### src/rtl/intra_pred_seq.sv
// Sequential DC/TM/V/H intra predictor: captures neighbours on start, then streams one predicted row per handshake.
// Build with INTRA_PRED_DC_EN defined to include DC mode; otherwise mode 0 decodes as TM and no accumulator exists.
module intra_pred_seq #(
  parameter int BIT_WIDTH  = 8,
  parameter int BLOCK_SIZE = 4
) (
  input  logic                            clk,
  input  logic                            rst,
  input  logic                            start,
  input  logic [1:0]                      mode,
  input  logic                            top_avail,
  input  logic                            left_avail,
  input  logic [BIT_WIDTH-1:0]            top_left,
  input  logic [BIT_WIDTH*BLOCK_SIZE-1:0] top,
  input  logic [BIT_WIDTH*BLOCK_SIZE-1:0] left,
  output logic                            busy,
  output logic                            row_valid,
  input  logic                            row_ready,
  output logic [BIT_WIDTH*BLOCK_SIZE-1:0] row_data,
  output logic [$clog2(BLOCK_SIZE)-1:0]   row_idx,
  output logic                            done
);

  localparam int LOG2N = $clog2(BLOCK_SIZE);
  localparam int IDX_W = LOG2N;
  localparam int ROW_W = BIT_WIDTH * BLOCK_SIZE;
  localparam logic [BIT_WIDTH-1:0] SUB_TOP  = BIT_WIDTH'((1 << (BIT_WIDTH - 1)) - 1);
  localparam logic [BIT_WIDTH-1:0] SUB_LEFT = BIT_WIDTH'((1 << (BIT_WIDTH - 1)) + 1);
  localparam logic signed [BIT_WIDTH+1:0] PIX_MAX = (BIT_WIDTH + 2)'((1 << BIT_WIDTH) - 1);

  typedef enum logic [1:0] {IDLE, CALC, OUT} state_t;

  state_t               state_q, state_d;
  logic [1:0]           mode_q, mode_d;
  logic [BIT_WIDTH-1:0] top_left_q, top_left_d;
  logic [ROW_W-1:0]     top_q, top_d;
  logic [ROW_W-1:0]     left_q, left_d;
  logic [ROW_W-1:0]     row_data_q, row_data_d;
  logic [IDX_W-1:0]     row_idx_q, row_idx_d;
  logic                 row_valid_q, row_valid_d;
  logic                 done_q, done_d;

  logic [IDX_W-1:0]            pred_idx;
  logic [BIT_WIDTH-1:0]        left_pix, top_pix, tm_pix, pix;
  logic signed [BIT_WIDTH+1:0] tm_sum;
  logic [ROW_W-1:0]            pred_row;

`ifdef INTRA_PRED_DC_EN
  localparam int ACC_W = BIT_WIDTH + LOG2N + 1;
  logic                 top_avail_q, top_avail_d;
  logic                 left_avail_q, left_avail_d;
  logic [BIT_WIDTH-1:0] dc_q, dc_d, dc_calc, dc_use;
  logic [ACC_W-1:0]     sum_top, sum_left, acc;

  // Averages only the edges that were really available; substituted edges never enter the DC value.
  always_comb begin
    sum_top  = '0;
    sum_left = '0;
    for (int i = 0; i < BLOCK_SIZE; i++) begin
      sum_top  = sum_top  + ACC_W'(top_q[i*BIT_WIDTH +: BIT_WIDTH]);
      sum_left = sum_left + ACC_W'(left_q[i*BIT_WIDTH +: BIT_WIDTH]);
    end
    acc     = '0;
    dc_calc = BIT_WIDTH'(1 << (BIT_WIDTH - 1));
    case ({top_avail_q, left_avail_q})
      2'b11: begin
        acc     = sum_top + sum_left + ACC_W'(BLOCK_SIZE);
        dc_calc = BIT_WIDTH'(acc >> (LOG2N + 1));
      end
      2'b10: begin
        acc     = sum_top + ACC_W'(BLOCK_SIZE / 2);
        dc_calc = BIT_WIDTH'(acc >> LOG2N);
      end
      2'b01: begin
        acc     = sum_left + ACC_W'(BLOCK_SIZE / 2);
        dc_calc = BIT_WIDTH'(acc >> LOG2N);
      end
      default: acc = '0;
    endcase
    dc_d   = (state_q == CALC) ? dc_calc : dc_q;
    dc_use = dc_d;
  end
`endif

  always_comb begin
    pred_idx = (state_q == CALC) ? '0 : IDX_W'(row_idx_q + 1'b1);
    left_pix = left_q[pred_idx*BIT_WIDTH +: BIT_WIDTH];
    top_pix  = '0;
    tm_sum   = '0;
    tm_pix   = '0;
    pix      = '0;
    pred_row = '0;
    for (int i = 0; i < BLOCK_SIZE; i++) begin
      top_pix = top_q[i*BIT_WIDTH +: BIT_WIDTH];
      tm_sum  = $signed({2'b00, top_pix}) + $signed({2'b00, left_pix})
              - $signed({2'b00, top_left_q});
      if (tm_sum < 0)            tm_pix = '0;
      else if (tm_sum > PIX_MAX) tm_pix = '1;
      else                       tm_pix = tm_sum[BIT_WIDTH-1:0];
      case (mode_q)
`ifdef INTRA_PRED_DC_EN
        2'd0:    pix = dc_use;
`else
        2'd0:    pix = tm_pix;
`endif
        2'd1:    pix = tm_pix;
        2'd2:    pix = top_pix;
        default: pix = left_pix;
      endcase
      pred_row[i*BIT_WIDTH +: BIT_WIDTH] = pix;
    end
  end

  // Row 0 is formed at the end of CALC; later rows are formed on the handshake of the previous one.
  always_comb begin
    state_d     = state_q;
    mode_d      = mode_q;
    top_left_d  = top_left_q;
    top_d       = top_q;
    left_d      = left_q;
    row_data_d  = row_data_q;
    row_idx_d   = row_idx_q;
    row_valid_d = row_valid_q;
    done_d      = 1'b0;
`ifdef INTRA_PRED_DC_EN
    top_avail_d  = top_avail_q;
    left_avail_d = left_avail_q;
`endif
    case (state_q)
      IDLE: begin
        if (start) begin
          state_d    = CALC;
          mode_d     = mode;
          top_d      = top_avail  ? top  : {BLOCK_SIZE{SUB_TOP}};
          left_d     = left_avail ? left : {BLOCK_SIZE{SUB_LEFT}};
          top_left_d = !top_avail ? SUB_TOP : (!left_avail ? SUB_LEFT : top_left);
`ifdef INTRA_PRED_DC_EN
          top_avail_d  = top_avail;
          left_avail_d = left_avail;
`endif
        end
      end
      CALC: begin
        state_d     = OUT;
        row_idx_d   = '0;
        row_valid_d = 1'b1;
        row_data_d  = pred_row;
      end
      OUT: begin
        if (row_valid_q && row_ready) begin
          if (row_idx_q == IDX_W'(BLOCK_SIZE - 1)) begin
            state_d     = IDLE;
            row_valid_d = 1'b0;
            done_d      = 1'b1;
          end else begin
            row_idx_d  = IDX_W'(row_idx_q + 1'b1);
            row_data_d = pred_row;
          end
        end
      end
      default: state_d = IDLE;
    endcase
  end

  always_ff @(posedge clk or posedge rst) begin
    if (rst) begin
      state_q     <= IDLE;
      mode_q      <= '0;
      top_left_q  <= '0;
      top_q       <= '0;
      left_q      <= '0;
      row_data_q  <= '0;
      row_idx_q   <= '0;
      row_valid_q <= 1'b0;
      done_q      <= 1'b0;
`ifdef INTRA_PRED_DC_EN
      top_avail_q  <= 1'b0;
      left_avail_q <= 1'b0;
      dc_q         <= '0;
`endif
    end else begin
      state_q     <= state_d;
      mode_q      <= mode_d;
      top_left_q  <= top_left_d;
      top_q       <= top_d;
      left_q      <= left_d;
      row_data_q  <= row_data_d;
      row_idx_q   <= row_idx_d;
      row_valid_q <= row_valid_d;
      done_q      <= done_d;
`ifdef INTRA_PRED_DC_EN
      top_avail_q  <= top_avail_d;
      left_avail_q <= left_avail_d;
      dc_q         <= dc_d;
`endif
    end
  end

  assign busy      = (state_q != IDLE);
  assign row_valid = row_valid_q;
  assign row_data  = row_data_q;
  assign row_idx   = row_idx_q;
  assign done      = done_q;

endmodule

### config.mk
export PLATFORM = sky130hd
export DESIGN_NAME = intra_pred_seq
export DESIGN_NICKNAME = d
export VERILOG_FILES = /design/src/rtl/intra_pred_seq.sv
export SDC_FILE = /design/constraint.sdc
export NUM_CORES = 1
export LEC_CHECK = 0
export CAP_MARGIN = 15
export CORE_MARGIN = 10
export CORE_UTILIZATION = 40
export DETAILED_ROUTE_END_ITERATION = 16
export GPL_TIMING_DRIVEN = 0
export RECOVER_POWER = 50
export SETUP_SLACK_MARGIN = 0.5
export SLEW_MARGIN = 20
export SYNTH_ARGS = -nofsm -noshare
export SYNTH_HDL_FRONTEND = slang
export SYNTH_SLANG_ARGS = --single-unit
### constraint.sdc
create_clock -name clk -period 4.62 [get_ports clk]
set_input_delay 0.924 -clock clk [delete_from_list [all_inputs] [get_ports clk]]
set_output_delay 0.924 -clock clk [all_outputs]
set_load 0.01 [all_outputs]
==> impl_metrics.py, run 1 <==
metrics = {
    "run": {
        "number_of_max_cap_violations": 1,
    },
    "logic_synthesis": {
        "postSynthAreaPerCell_sq_um": 8.76,
        "synthFlopType": "sky130_fd_sc_hd__dfrtp_1",
        "commonest_cells_post_synth": "sky130_fd_sc_hd__dfrtp_1, sky130_fd_sc_hd__a21oi_1, sky130_fd_sc_hd__inv_1, sky130_fd_sc_hd__nand2_1, sky130_fd_sc_hd__nor2_1",
        "syn-instance-count": 820,
        "number_of_enable_type_register_cells_in_the_synthesized_netlist": 0,
        "count_of_synthesis_stage_warnings_from_yosys": 0,
        "synth_top_area_share": 0.390,
        "syn_nets": 963,
        "post-synth-top-count-cell": "sky130_fd_sc_hd__dfrtp_1",
        "synth.lib_cells_used.distinct": 52,
        "synth_sequential_area_ratio": 0.390,
        "postSynthRegisterBits": 112,
        "synth.cell_area_sq_um": 7190,
        "most_area_consuming_cells_after_synthesis": "sky130_fd_sc_hd__dfrtp_1, sky130_fd_sc_hd__fa_1, sky130_fd_sc_hd__a21oi_1",
        "yosysTopAreaCell": "sky130_fd_sc_hd__dfrtp_1",
        "async_flop_share": 1.00,
    },
    "hold_path": {
        "holdCritStartpoint": "left_q[25]",
        "hp-class": "reg -> reg",
        "worst_hold_path.num_cells": 2,
        "min_to": "left_q[25]",
    },
    "clocking": {
        "numClockSinks": 112,
        "clock_tree_from_tritoncts": "built",
        "hold_buffer_count_at_cts": 0,
        "htree_num_levels": 3,
        "root_buffer": "sky130_fd_sc_hd__clkbuf_16",
        "clk_buf_depth": 2,
        "cts_inserted_buffers": 9,
        "worst_skew_pair.late_latency_ps": 370,
        "path_clk_slew_ps": 90,
    },
    "critical_path": {
        "ff2ff_path_depth": 16,
        "cp_data_required_time_ps": 4910,
        "timing.rr.end": "row_data[23]",
        "critPathMaxFanout": 10,
        "worst-r2r-setup-slack_ps": 610,
        "path_class": "reg -> reg",
        "worst_setup_path_start_kind": "flop",
        "timing.critical_path.to_type": "flop",
        "crit-reg2reg-launch": "row_idx[0]",
        "crit_arrival_ps": 4300,
    },
    "die": {
        "die_area_sq_um": 23700,
        "die_y_um": 154,
        "floorplan.rows": 48,
        "die_w_um": 154,
        "initial_utilization": 0.411,
        "fp.coreArea_sq_um": 17500,
        "io-pin-count": 117,
    },
    "finish": {
        "post_route_cells_drive_above_1_share": 0.0836,
        "fill_cells": 1680,
        "layout.nets": 1107,
        "instances_no_fill": 1194,
        "syn_to_final_growth_pct": 31.0,
        "layout_cell_area_excl_fill_sq_um": 9410,
        "diodes": 0,
    },
    "global_routing": {
        "aggregate_global_route_resource_usage": 0.193,
        "grt_max_degree": 62,
        "global_route_total_overflow": 0,
        "number_of_global_route_vias_before_repair": 6421,
        "grt_antenna_before_repair": 0,
        "first_pass_grt_wire_length_mm": 36.5,
    },
    "power": {
        "leakagePower_nw": 4.28,
        "powerDensity_nw_per_um2": 203,
        "power_mw": 1.91,
        "irDropWorstVdd_uv": 192,
    },
    "sta": {
        "final_hold_viol_count": 0,
        "max_slew_headroom": -0.662,
        "min_period_over_period": 0.867,
        "report.final.slew_viol_count": 52,
        "setup_viol_count_final": 0,
        "fin_worst_skew_ps": 13.1,
        "setup_tns_ps": 0,
        "grt_setup_unrepaired": "yes",
        "finalWorstPathRequiredPeriod_ps": 4010,
        "tightestPinTransition_ps": 2480,
        "achievable_frequency_ghz": 0.250,
    },
    "route": {
        "first_iter_violations": 373,
        "post_drt_via_cell_ratio": 5.38,
        "firstDrtPassIters": 5,
        "routed_length_per_instance_um": 19.6,
        "vias": 6423,
        "wl_mm": 23.4,
        "drt.antenna.violating_nets": 0,
        "drc": 0,
    },
    "status": {
        "violations_in_the_final_reports": "max-capacitance violations, max-slew violations",
        "result_of_the_run": "finished with violations",
    },
    "place": {
        "place_area_sq_um": 8660,
        "place.gp.congestion": 0.866,
        "port-buffer-count": 115,
        "detailedPlacementHpwl_mm": 17.4,
        "place_inst": 1161,
    },
}
## layout by cell type, fill, tap and decap left out, types with 6 or more instances in the layout
| cell | count |
|---|---|
| sky130_fd_sc_hd__a31oi_1 | 22 |
| sky130_fd_sc_hd__ha_1 | 33 |
| sky130_fd_sc_hd__mux2i_1 | 9 |
| sky130_fd_sc_hd__nor2_1 | 56 |
| sky130_fd_sc_hd__o21ai_1 | 10 |
| sky130_fd_sc_hd__o21ai_0 | 30 |
| sky130_fd_sc_hd__clkbuf_16 | 9 |
| sky130_fd_sc_hd__clkbuf_1 | 30 |
| sky130_fd_sc_hd__xor2_1 | 16 |
| sky130_fd_sc_hd__xnor2_1 | 11 |
| sky130_fd_sc_hd__clkdlybuf4s50_1 | 111 |
| sky130_fd_sc_hd__nand3_1 | 44 |
| sky130_fd_sc_hd__nor3b_1 | 26 |
| sky130_fd_sc_hd__dfrtp_1 | 110 |
| sky130_fd_sc_hd__fa_1 | 25 |
| sky130_fd_sc_hd__a21o_1 | 20 |
| sky130_fd_sc_hd__inv_1 | 93 |
| sky130_fd_sc_hd__buf_4 | 13 |
| sky130_fd_sc_hd__o21bai_1 | 6 |
| sky130_fd_sc_hd__o221ai_4 | 6 |
| sky130_fd_sc_hd__a21oi_1 | 95 |
| sky130_fd_sc_hd__nand2_1 | 90 |
## cell families (layout without fill, tap and decap cells)
group | after synthesis | after routing | share of synthesized area
AOI/OAI and AO/OA | 231 | 231 | 0.196
xor gates and xnor gates | 30 | 30 | 0.0376
adders and majority gates | 63 | 63 | 0.139
buffers and inverters | 133 | 282 | 0.0702
DFF | 112 | 112 | 0.390
muxes | 9 | 9 | 0.0125
and+or+nand+nor | 242 | 242 | 0.155
## power breakdown
group	switching, mW	internal [mW]	total, mW
sequential	0	0.979	0.979
combinational	0.0459	0.0662	0.112
clock	0.434	0.388	0.822
## stage by stage
step	utilization	setup WS (ps)	hold slack, ps
after CTS	0.526	496	476
final	0.539	614	472
after detailed placement	0.495	-544	456
after global placement	0.493	-1190	448
after global routing	0.539	448	494
after floorplan	-	594	438
## state kept, by name, indices dropped and copies added, names as in the netlist
| register | cells |
|---|---|
| left_q | 32 |
| row_data | 32 |
| top_q | 32 |
| top_left_q | 8 |
| mode_q | 2 |
| row_idx | 2 |
| state_q | 2 |
| done | 1 |
| row_valid | 1 |
## how the worst max path moves through the flow
stage	start	end	cells after the start	slack, ps
2_1_floorplan	row_idx[0]	row_data[30]	15	590
3_3_place_gp	rst	top_q[0]	2	-1190
3_5_place_dp	row_idx[0]	row_data[14]	15	-540
4_1_cts	row_idx[0]	row_data[2]	16	500
5_1_grt	row_idx[0]	row_data[20]	16	450
6_report	row_idx[0]	row_data[23]	16	610
## worst max-delay path, cell delays in order (launching register included)
cell                       delay [ps]
sky130_fd_sc_hd__dfrtp_2          440
sky130_fd_sc_hd__ha_4             250
sky130_fd_sc_hd__buf_6            140
sky130_fd_sc_hd__nor2_4           140
sky130_fd_sc_hd__nand2_8          110
sky130_fd_sc_hd__o221ai_4         390
sky130_fd_sc_hd__fa_2             550
sky130_fd_sc_hd__xor2_1           180
sky130_fd_sc_hd__ha_1             190
sky130_fd_sc_hd__o21bai_4         180
sky130_fd_sc_hd__a221o_1          380
sky130_fd_sc_hd__a31o_1           210
sky130_fd_sc_hd__a21oi_2          160
sky130_fd_sc_hd__xor2_2           160
sky130_fd_sc_hd__buf_6            150
sky130_fd_sc_hd__o21ai_0          100
sky130_fd_sc_hd__a21oi_1          190
## repair_timing
action                                  CTS  global route
gates cloned                              0             0
endpoints found under the setup margin   32            32
buffers inserted                          8             9
pin swaps                                 9            26
gates resized for setup                  31            32
## layer usage
layer	up-vias	GRT usage	wire length [um]
li1	3085	-	-
met1	3120	0.252	10500
met2	197	0.310	11000
met3	21	0.0541	1630
met4	0	0.0463	254
met5	-	0	0
## final cells by class
type                            instances  area (sq um)  share of cell area
Buffer                                 39           163              0.0173
Clock buffer                            9           225              0.0239
Timing Repair Buffer                  133          1340               0.142
Inverter                               94           354              0.0376
Multi-Input combinational cell        575          4160               0.442
Clock inverter                          7          81.3             0.00864
Sequential cell                       112          2810               0.298
Tap cell                              225           282              0.0299
(Power assumes the default switching activity.)
==> inputs of run 2 (changes only) <==
--- a/config.mk
+++ b/config.mk
@@ -10,6 +10,7 @@
 export CORE_UTILIZATION = 40
 export DETAILED_ROUTE_END_ITERATION = 16
 export GPL_TIMING_DRIVEN = 0
+export PLACE_DENSITY = 0.71
 export RECOVER_POWER = 50
 export SETUP_SLACK_MARGIN = 0.5
 export SLEW_MARGIN = 20
==> constraint.sdc (replaced) <==
create_clock -name clk -period 4.62 [get_ports clk]
set_input_delay 0.462 -clock clk [delete_from_list [all_inputs] [get_ports clk]]
set_output_delay 0.462 -clock clk [all_outputs]
set_load 0.01 [all_outputs]
==> impl_metrics.py, run 2 (synthesis gave the netlist of run 1 again) <==
metrics = {
    "die": {
        "initial_utilization": 0.411,
        "die_area_sq_um": 23700,
        "fp.coreArea_sq_um": 17500,
        "floorplan.rows": 48,
        "die_w_um": 154,
        "die_y_um": 154,
        "io-pin-count": 117,
    },
    "critical_path": {
        "path_class": "reg -> reg",
        "crit_arrival_ps": 4400,
        "timing.critical_path.to_type": "flop",
        "cp_data_required_time_ps": 4880,
        "critPathMaxFanout": 9,
        "worst_setup_path_start_kind": "flop",
    },
    "sta": {
        "setup_viol_count_final": 0,
        "setup_slack_ps": 478,
        "grt_setup_unrepaired": "no",
        "achievable_frequency_ghz": 0.241,
        "final.hold.worst_slack_ps": 473,
        "max_slew_headroom": -0.273,
        "min_period_over_period": 0.897,
        "final_hold_viol_count": 0,
        "report.final.slew_viol_count": 115,
        "tightestPinTransition_ps": 1910,
        "finalWorstPathRequiredPeriod_ps": 4140,
        "fin_worst_skew_ps": 12.7,
    },
    "power": {
        "powerDensity_nw_per_um2": 208,
        "leakagePower_nw": 4.24,
        "irDropWorstVdd_uv": 197,
    },
    "clocking": {
        "root_buffer": "sky130_fd_sc_hd__clkbuf_16",
        "htree_num_levels": 3,
        "worst_skew_pair.late_latency_ps": 370,
        "clk_buf_depth": 2,
        "cts_inserted_buffers": 9,
        "numClockSinks": 112,
        "clock_tree_from_tritoncts": "built",
        "path_clk_slew_ps": 80,
    },
    "route": {
        "drt.antenna.violating_nets": 0,
        "routed_length_per_instance_um": 19.3,
        "drc": 0,
        "wl_mm": 23.1,
        "first_iter_violations": 498,
        "post_drt_via_cell_ratio": 5.46,
        "firstDrtPassIters": 7,
        "vias": 6532,
    },
    "finish": {
        "diodes": 0,
        "layout.nets": 1109,
        "layout_cell_area_excl_fill_sq_um": 9370,
        "mostFrequentLayoutCells": "sky130_fd_sc_hd__dfrtp_1, sky130_fd_sc_hd__clkdlybuf4s50_1, sky130_fd_sc_hd__a21oi_1",
        "post_route_cells_drive_above_1_share": 0.0762,
        "commonest_non_fill_non_tap_cell_in_the_layout": "sky130_fd_sc_hd__dfrtp_1",
        "syn_to_final_growth_pct": 30.3,
        "fin_util": 0.536,
    },
    "global_routing": {
        "grt_max_degree": 76,
        "grt_antenna_before_repair": 0,
        "aggregate_global_route_resource_usage": 0.189,
        "first_pass_grt_wire_length_mm": 35.8,
        "global_route_total_overflow": 0,
        "number_of_global_route_vias_before_repair": 6616,
    },
    "status": {
        "result_of_the_run": "finished with violations",
        "violations_in_the_final_reports": "max-capacitance violations, max-slew violations",
    },
    "place": {
        "preCtsSetupSlack_ps": -359,
        "detailedPlacementHpwl_mm": 17.1,
        "place.gp.congestion": 0.943,
        "place_area_sq_um": 8650,
        "port-buffer-count": 115,
    },
    "run": {
        "number_of_max_cap_violations": 2,
    },
    "hold_path": {
        "hp-class": "reg -> reg",
    },
}
==> run 2: cell count changes in the layout (fill, tap and decap cells not counted), sizes merged <==
cell,before,now
clkdlybuf4s50,111,101
dlygate4sd3,4,14
clkinv,4,1
clkbuf,40,42
bufinv,0,1
clkinvlp,1,2
inv,96,97
==> run 2: cell type report <==
class	count	area [sq um]
clock inverter	7	96.3
buffer	39	164
sequential	112	2800
clock buffer	9	225
multi-input combinational	575	4100
tap	225	282
timing repair buffer	135	1340
inverter	94	354
fill	1607	8110
==> run 2: worst max-delay path, stage by stage, from the launching register on <==
cell	delay, ps
sky130_fd_sc_hd__dfrtp_1	320
sky130_fd_sc_hd__clkbuf_1	340
sky130_fd_sc_hd__nand2b_4	260
sky130_fd_sc_hd__a21boi_4	210
sky130_fd_sc_hd__buf_12	160
sky130_fd_sc_hd__o221ai_4	150
sky130_fd_sc_hd__buf_4	200
sky130_fd_sc_hd__fa_1	480
sky130_fd_sc_hd__inv_1	40
sky130_fd_sc_hd__ha_1	340
sky130_fd_sc_hd__and3_1	190
sky130_fd_sc_hd__a221oi_1	540
sky130_fd_sc_hd__o2bb2ai_1	160
sky130_fd_sc_hd__a22oi_2	220
sky130_fd_sc_hd__buf_4	170
sky130_fd_sc_hd__a21oi_1	60
sky130_fd_sc_hd__o22a_1	160
==> run 2: through the flow <==
stage / power [mW] / std cells / setup TNS, ps
6_report: 1.95 / 1196 / 0
5_1_grt: 2.00 / 1196 / 0
4_1_cts: 1.96 / 1182 / 0
3_5_place_dp: 1.11 / 1161 / -7130
3_3_place_gp: 1.11 / 1160 / -68070
2_1_floorplan: 1.03 / 820 / 0
==> run 2: metal layers <==
layer  part of all wire  vias up  global-route usage
li1                   -     3090                   -
met1               0.43     3150               0.240
met2               0.46      251               0.299
met3              0.084       41              0.0566
met4              0.029        0              0.0643
met5                  0        -                   0
==> run 2: final timing paths <==
check | to | from | depth (start not counted) | slack (ps)
max in group asynchronous | row_data[9] | rst | 3 | 1160
min in group asynchronous | row_valid | rst | 2 | 940
hold reg to reg | left_q[20] | left_q[20] | 2 | 470
setup / recovery | row_data[14] | state_q[1] | 16 | 480
setup reg to reg | row_data[14] | state_q[1] | 16 | 480
hold / removal | left_q[20] | left_q[20] | 2 | 470
==> run 2: power breakdown <==
group | internal [mW] | switching, mW | total (mW)
logic | 0.0641 | 0.0467 | 0.111
registers | 0.979 | 0 | 0.979
clock network | 0.440 | 0.419 | 0.859
total | 1.48 | 0.466 | 1.95
==> run 2: timing repair <==
| item | 4_1_cts | 5_1_grt |
|---|---|---|
| setup endpoints to repair | 32 | 32 |
| buffers inserted | 5 | 14 |
| pin swaps | 9 | 13 |
| resized for setup | 26 | 24 |
| hold buffers | 0 | 0 |
| cloned | 0 | 0 |
==> inputs of run 3 (changes only) <==
--- a/config.mk
+++ b/config.mk
@@ -8,12 +8,13 @@
 export CAP_MARGIN = 15
 export CORE_MARGIN = 10
 export CORE_UTILIZATION = 40
+export CTS_CLUSTER_DIAMETER = 120
 export DETAILED_ROUTE_END_ITERATION = 16
 export GPL_TIMING_DRIVEN = 0
 export PLACE_DENSITY = 0.71
 export RECOVER_POWER = 50
 export SETUP_SLACK_MARGIN = 0.5
-export SLEW_MARGIN = 20
+export SLEW_MARGIN = 10
 export SYNTH_ARGS = -nofsm -noshare
 export SYNTH_HDL_FRONTEND = slang
 export SYNTH_SLANG_ARGS = --single-unit
==> impl_metrics.py, run 3 (synthesis gave the netlist of run 1 again) <==
metrics = {
    "status": {
        "result_of_the_run": "finished with violations",
        "violations_in_the_final_reports": "max-capacitance violations, max-slew violations",
    },
    "die": {
        "die_area_sq_um": 23700,
        "die_y_um": 154,
        "floorplan.rows": 48,
        "initial_utilization": 0.411,
        "die_w_um": 154,
        "io-pin-count": 117,
        "fp.coreArea_sq_um": 17500,
    },
    "sta": {
        "setup_slack_ps": 454,
        "grt_setup_unrepaired": "yes",
        "fin_worst_skew_ps": 14.2,
        "report.final.slew_viol_count": 115,
        "setup_tns_ps": 0,
        "final.hold.worst_slack_ps": 473,
        "setup_viol_count_final": 0,
        "finalWorstPathRequiredPeriod_ps": 4170,
        "tightestPinTransition_ps": 1900,
        "final_hold_viol_count": 0,
        "achievable_frequency_ghz": 0.240,
        "min_period_over_period": 0.902,
        "max_slew_headroom": -0.264,
    },
    "power": {
        "switching_power_mw": 0.463,
        "p_int_mw": 1.48,
        "irDropWorstVdd_uv": 196,
        "leakagePower_nw": 4.21,
        "power_switching_share": 0.238,
        "seq_power_share": 0.503,
        "power_frac_clock": 0.440,
        "combinationalPowerShare": 0.057,
        "powerDensity_nw_per_um2": 208,
        "power_mw": 1.95,
    },
    "global_routing": {
        "groute.layer.met3.usage": 0.0566,
        "grt_max_degree": 76,
        "grt_use_met2": 0.299,
        "aggregate_global_route_resource_usage": 0.189,
        "first_pass_grt_wire_length_mm": 35.8,
        "grt_antenna_before_repair": 0,
        "number_of_global_route_vias_before_repair": 6616,
        "grt.busiest_layer": "met2",
        "grt_use_met1": 0.240,
        "global_route_total_overflow": 0,
    },
    "hold_path": {
        "hp-class": "reg -> reg",
        "holdCritStartpoint": "left_q[19]",
    },
    "finish": {
        "multi_input_area_sq_um": 4110,
        "instances_no_fill": 1195,
        "diodes": 0,
        "commonest_non_fill_non_tap_cell_in_the_layout": "sky130_fd_sc_hd__dfrtp_1",
        "seq_area_sq_um": 2800,
        "mostFrequentLayoutCells": "sky130_fd_sc_hd__dfrtp_1, sky130_fd_sc_hd__clkdlybuf4s50_1, sky130_fd_sc_hd__a21oi_1",
        "post_route_cells_drive_above_1_share": 0.0763,
        "fill_cells": 1606,
        "syn_to_final_growth_pct": 30.0,
        "layout.nets": 1108,
    },
    "place": {
        "detailedPlacementHpwl_mm": 17.1,
        "preCtsSetupSlack_ps": -359,
        "place_inst": 1161,
        "port-buffer-count": 115,
        "place.gp.congestion": 0.943,
    },
    "route": {
        "routed_length_per_instance_um": 19.2,
        "wl_mm": 22.9,
        "drt.antenna.violating_nets": 0,
        "post_drt_via_cell_ratio": 5.45,
        "vias": 6513,
        "first_iter_violations": 427,
        "firstDrtPassIters": 5,
        "drc": 0,
    },
    "critical_path": {
        "critPathMaxFanout": 10,
        "cp_data_required_time_ps": 4900,
        "path_class": "reg -> reg",
        "worst_setup_path_startpoint": "row_idx[0]",
        "crit_arrival_ps": 4450,
        "worst_setup_path_start_kind": "flop",
        "crit-reg2reg-launch": "row_idx[0]",
        "worst-r2r-setup-slack_ps": 450,
        "timing.critical_path.to_type": "flop",
    },
    "clocking": {
        "hold_buffer_count_at_cts": 0,
        "worst_skew_pair.late_latency_ps": 370,
        "clock_tree_from_tritoncts": "built",
        "root_buffer": "sky130_fd_sc_hd__clkbuf_16",
        "path_clk_slew_ps": 90,
        "numClockSinks": 112,
        "htree_num_levels": 3,
        "clk_buf_depth": 2,
        "cts_inserted_buffers": 9,
    },
    "run": {
        "number_of_max_cap_violations": 2,
    },
}
run 3: changes by cell type in the layout (fill, tap and decap cells not counted), sizes merged:
cell / before / now
buf: 26 / 25
run 3: worst paths after layout:
check	depth (start not counted)	endpoint
worst max-delay path	16	row_data[22]
worst min-delay path	2	left_q[19]
worst max register to register	16	row_data[22]
worst min register to register	2	left_q[19]
max in group asynchronous	3	row_data[9]
min in group asynchronous	2	row_valid
run 3: layout make-up:
cell class	count	area share
multi-input combinational	575	0.440
sequential	112	0.300
timing repair buffer	134	0.141
inverter	94	0.0379
tap	225	0.0301
clock buffer	9	0.0241
buffer	39	0.0162
clock inverter	7	0.0103
run 3: worst max-delay path: stages, from the launching register on:
cell                       delay (ps)
sky130_fd_sc_hd__dfrtp_2          410
sky130_fd_sc_hd__ha_1             310
sky130_fd_sc_hd__clkbuf_1         260
sky130_fd_sc_hd__nor2_4           210
sky130_fd_sc_hd__nand2_8          110
sky130_fd_sc_hd__o221ai_4         370
sky130_fd_sc_hd__fa_1             490
sky130_fd_sc_hd__inv_1             70
sky130_fd_sc_hd__ha_1             290
sky130_fd_sc_hd__and2_1           210
sky130_fd_sc_hd__a221o_1          360
sky130_fd_sc_hd__a31o_1           250
sky130_fd_sc_hd__a21oi_2          190
sky130_fd_sc_hd__xor2_2           150
sky130_fd_sc_hd__buf_6            140
sky130_fd_sc_hd__o21ai_1           70
sky130_fd_sc_hd__a31oi_1          170
run 3: stage by stage:
| stage | utilization | area, sq um |
|---|---|---|
| after floorplan | - | 7190 |
| after global placement | 0.493 | 8620 |
| after detailed placement | 0.495 | 8650 |
| after CTS | 0.526 | 9190 |
| after global routing | 0.535 | 9350 |
| final | 0.535 | 9350 |
run 3: what timing repair did:
action / in CTS / in global routing
gates resized for setup: 26 / 23
setup buffers: 5 / 13
pin swaps: 9 / 16
setup endpoints to repair: 32 / 32
run 3: power groups by stage:
| stage | registers [mW] | clock network [mW] | logic (mW) |
|---|---|---|---|
| after floorplan | 0.999 | 0 | 0.0287 |
| after global placement | 0.999 | 0 | 0.110 |
| after detailed placement | 0.999 | 0 | 0.114 |
| after CTS | 0.979 | 0.866 | 0.115 |
| after global routing | 0.980 | 0.900 | 0.120 |
| final | 0.979 | 0.857 | 0.111 |
run 3: layer usage:
metal	wire (um)	part of all wire	vias up
met5	0	0	-
met4	631	0.028	0
met3	2160	0.094	44
met2	10500	0.46	283
met1	9670	0.42	3105
li1	-	-	3081
==> RTL edit 1 (flow settings as in run 3) <==
Take the reset off `row_data_q` and load it in a clocked block of its own.
--- a/src/rtl/intra_pred_seq.sv
+++ b/src/rtl/intra_pred_seq.sv
@@ -170,5 +170,4 @@
       top_q       <= '0;
       left_q      <= '0;
-      row_data_q  <= '0;
       row_idx_q   <= '0;
       row_valid_q <= 1'b0;
@@ -185,5 +184,4 @@
       top_q       <= top_d;
       left_q      <= left_d;
-      row_data_q  <= row_data_d;
       row_idx_q   <= row_idx_d;
       row_valid_q <= row_valid_d;
@@ -195,4 +193,8 @@
 `endif
     end
+  end
+
+  always_ff @(posedge clk) begin
+    row_data_q <= row_data_d;
   end
 
Formal check against the unedited RTL: not equivalent (Yosys sat finds a counterexample within 4 cycles, from zero or initial values and one cycle with rst high; the reset may be asserted at any time).
==> RTL edit 1 against run 3 <==
Wire length increased by 1.9%; sequential share of layout area grew 0.26 points; design area increased by 4.9%; fmax about the same; core utilization shrank 0.91 points; worst setup slack better by 2.7 ps; sequential cell count unchanged; count of clock-buffer cells in the layout rose by 1; area after synthesis rose by 5.2%; first-iteration DRC count up 43%.
Power is left out: the tool's default activity adds up to more than one toggle a clock period on the data nets, which glitch-free logic cannot reach.
==> RTL edit 1: results (changes against run 3) <==
[outcome]
outcome=completed

[timing]
slew_headroom=0.131  ; +0.395
fin_skew_ps=7.06  ; -7.14 ps

[global_route]
grt_pass1_wl_mm=35.5  ; -0.60%
antenna_found_initial=1  ; +1
grt_pass1_vias=6373  ; -3.7%
gr-usage-all-layers=0.188  ; -0.00155
grt_start_max_net_pins=57  ; -25%

[synth]
synth.distinct_cells=74  ; +42%
async_flop_share=0.714  ; -0.286
post_synth_most_frequent_cells=104 x inv_1, 94 x nand2_1, 80 x dfrtp_1, 64 x nor2_1, 46 x a21oi_1
ys_top_cells_by_area=dfrtp_1 26%, edfxtp_1 13%, fa_1 7.4%, ha_1 5.8%, inv_1 5.2%
synth_edf_count=32  ; +32
synth_compound_area_frac=0.175  ; -0.0204
synth.avg_cell_area_um2=9.16  ; +4.5%
synth.area.mux_share=0.0242  ; +0.0116
synth-xor-area-share=0.0253  ; -0.0123
synthAdderAreaFrac=0.132  ; -0.00683
synth.net_count=968  ; +0.52%
synth_seq_area_share=0.392  ; +0.00202
synth_flop_cell=dfrtp_1

[detailed_routing]
via_count=6603  ; +1.4%
drt_iter0_drc=609  ; +43%
dr.pass1.iters=6  ; +1
viasPerCell=5.45  ; about the same
finalWirelength_mm=23.4  ; +1.9%

[placement]
placed_area_mm2=0.00904  ; +4.5%
pre_cts_slack_ps=-274  ; +84.8 ps
dp_hpwl_mm=17.6  ; +2.9%
place_congestion=0.920  ; -2.4%
placedCellCount=1175  ; +1.2%

[finish]
final.fill_count=1700  ; +5.9%
nNetsFinal=1116  ; +0.72%
drive_above_1_share=0.119  ; +0.0423

[clock_network]
cts_root_buf=clkbuf_16

[worst_setup_path]
crit_path_max_incr_delay_ps=420  ; -70 ps
crit_fanout=9  ; -1

## RTL edit 1: path summary, 6_finish.rpt
check / slack [ps] / to / depth (start not counted) / start
max: 460 / row_data[23] / 18 / state_q[1]
max in group asynchronous: 2990 / top_q[26] / 3 / rst
min reg2reg: 470 / left_q[19] / 2 / left_q[19]
max reg2reg: 460 / row_data[23] / 18 / state_q[1]
min: 470 / left_q[19] / 2 / left_q[19]
min in group asynchronous: 820 / state_q[1] / 2 / rst
## RTL edit 1: layout make-up
cell class                      count  area, um2  area share
Multi-Input combinational cell    573       4320       0.441
Sequential cell                   112       2970       0.303
Timing Repair Buffer              137       1370       0.140
Inverter                          104        395      0.0403
Tap cell                          234        293      0.0299
Clock buffer                       10        239      0.0244
Buffer                             36        164      0.0167
Clock inverter                      6       48.8     0.00498
## RTL edit 1: cell families (layout without fill, tap and decap cells)
family,count (synthesis),after routing
adders and majority gates,63,63
xor gates and xnor gates,21,21
buffers and inverters,140,293
muxes,17,17
DFF,112,112
and+or+nand+nor,276,276
AOI/OAI and AO/OA,196,196
## RTL edit 1: worst max-delay path, delay by kind of cell (launching register included)
kind	cells	cell delay, ps
compound gates	4	780
buf+inv	6	970
simple gates	4	540
fa+ha+maj	2	640
mux	2	600
flops	1	340
## RTL edit 1: routing by layer
| layer | track usage | routed length (um) | vias to the layer above |
|---|---|---|---|
| li1 | - | - | 3143 |
| met3 | 0.0489 | 2180 | 35 |
| met4 | 0.0472 | 447 | 2 |
| met5 | 0 | 8 | - |
| met1 | 0.248 | 9940 | 3153 |
| met2 | 0.299 | 10800 | 270 |
## RTL edit 1: what timing repair did
action	in CTS	in global routing
setup buffers	15	6
endpoints found under the setup margin	32	32
gates resized for setup	39	35
endpoints found under the hold margin	0	0
pin swaps	13	16
==> RTL edit 2 (config.mk and constraints of run 3) <==
Made on the original files. Set the parameter `BIT_WIDTH` to 7 (it was 8).
--- a/src/rtl/intra_pred_seq.sv
+++ b/src/rtl/intra_pred_seq.sv
@@ -2,5 +2,5 @@
 // Build with INTRA_PRED_DC_EN defined to include DC mode; otherwise mode 0 decodes as TM and no accumulator exists.
 module intra_pred_seq #(
-  parameter int BIT_WIDTH  = 8,
+  parameter int BIT_WIDTH  = 7,
   parameter int BLOCK_SIZE = 4
 ) (
Ports: changed (resized left, row_data, top and top_left); port bits go from 117 to 104. The function was not compared with the original's and may differ.
==> RTL edit 2 against run 3 <==
The flow still finishes with violations (max-capacitance violations, max-slew violations); sequential cell count decreased by 13; wire length grew 0.20%; worst setup slack improved by 98 ps; area after synthesis decreased by 2.4%; design area down 6.6%.
Power is not shown: default switching activity piles up to over one toggle a cycle in this logic, so the estimate is an artifact.
==> RTL edit 2: results (changes against run 3) <==
[finish]
drive_above_1_share=0.0616  ; -0.0147
nNetsFinal=1049  ; -5.3%
final.fill_count=1599  ; -0.44%

[global_route]
grt_pass1_wl_mm=36.2  ; +1.3%
gr-usage-all-layers=0.194  ; +0.00448

[placement]
io_buffers=102  ; -11%
dp_hpwl_mm=17.6  ; +2.7%
place_congestion=0.913  ; -3.2%
placedCellCount=1127  ; -2.9%
placed_area_mm2=0.00836  ; -3.3%

[worst_setup_path]
cp-endpoint=row_data[25]
crit_path_max_incr_delay_ps=510  ; +20 ps
crit_slowest_cell=or4bb_1
worst_path_dominant_cell_family=adder cells
arrival_ps=4330  ; -120 ps
r2r_slack_ps=550  ; +100 ps
r2r_cells=13  ; -3

[synth]
synth_cells=798  ; -2.7%
synth.net_count=927  ; -3.7%
ys_top_cells_by_area=dfrtp_1 35%, fa_1 8.0%, ha_1 5.3%, inv_1 5.0%, nand2_1 4.2%
async_flop_share=1.00  ; unchanged
synth_seq_area_share=0.353  ; -0.0370
post_synth_most_frequent_cells=99 x dfrtp_1, 94 x inv_1, 79 x nand2_1, 66 x nor2_1, 44 x a21oi_1

[worst_hold_path]
hold_end=left_q[26]
hp-start=left_q[26]
min_path_cells=2  ; unchanged

[detailed_routing]
viasPerCell=5.65  ; +3.6%
drt_iter0_drc=596  ; +40%
via_count=6492  ; -0.32%

[outcome]
outcome=finished with violations
violations=max-capacitance violations, max-slew violations

[clock_network]
cts_resized=2  ; -92%

[timing]
slew_violations=38  ; -67%
tightest_slew_ps=2090  ; +194 ps
fin_skew_ps=10.2  ; -4.01 ps

[flow_run]
maxCapViolations=1  ; -1

[RTL edit 2: cell types whose count changed after synthesis, moves of 12 or more]
cell | run 3 | this run
dfrtp_1 | 112 | 99
nand2_1 | 91 | 79
a21oi_1 | 98 | 44
a21o_1 | 20 | 7
o31ai_1 | 0 | 15
nand2b_1 | 3 | 15
o21ai_0 | 38 | 26
[RTL edit 2: routing by layer]
metal	up-vias	share of wire	GRT usage	wire [um]
met5	-	0	0	0
li1	3054	-	-	-
met4	0	0.027	0.0681	620
met3	34	0.092	0.0485	2110
met2	299	0.46	0.311	10500
met1	3105	0.43	0.247	9770
[RTL edit 2: through the flow]
stage	hold slack [ps]	setup slack (ps)	setup TNS, ps	utilization
after global placement	447	-75.9	-6800	0.483
final	466	553	0	0.506
after global routing	504	290	0	0.506
after floorplan	431	853	0	-
after CTS	468	486	0	0.506
after detailed placement	452	101	0	0.485
[RTL edit 2: logic make-up (layout without fill, tap and decap cells)]
group,Yosys count,in the layout,share of synthesized area
buffers and inverters,136,263,0.0781
AOI/OAI and AO/OA,222,222,0.225
adders and majority gates,58,58,0.133
xor gates and xnor gates,13,13,0.0162
muxes,9,9,0.0130
and+or+nand+nor,261,261,0.181
DFF,99,99,0.353
[RTL edit 2: worst register-to-register path, delay by kind of cell, from the launching register on]
family                     cells  cell delay (ps)
AOI/OAI and AO/OA              5             1050
adders and majority gates      3             1180
buffers and inverters          3              630
DFF                            1              430
and+or+nand+nor                2              690
[RTL edit 2: layout make-up]
cell class	count	area [um2]	share of cell area
repair buffers	111	1110	0.127
flip-flops and latches	99	2480	0.284
clock inverters	6	56.3	0.00645
plain buffers	39	180	0.0206
well taps	225	282	0.0323
multi-input cells	563	4020	0.460
inverters	97	368	0.0422
clock buffers	10	239	0.0274
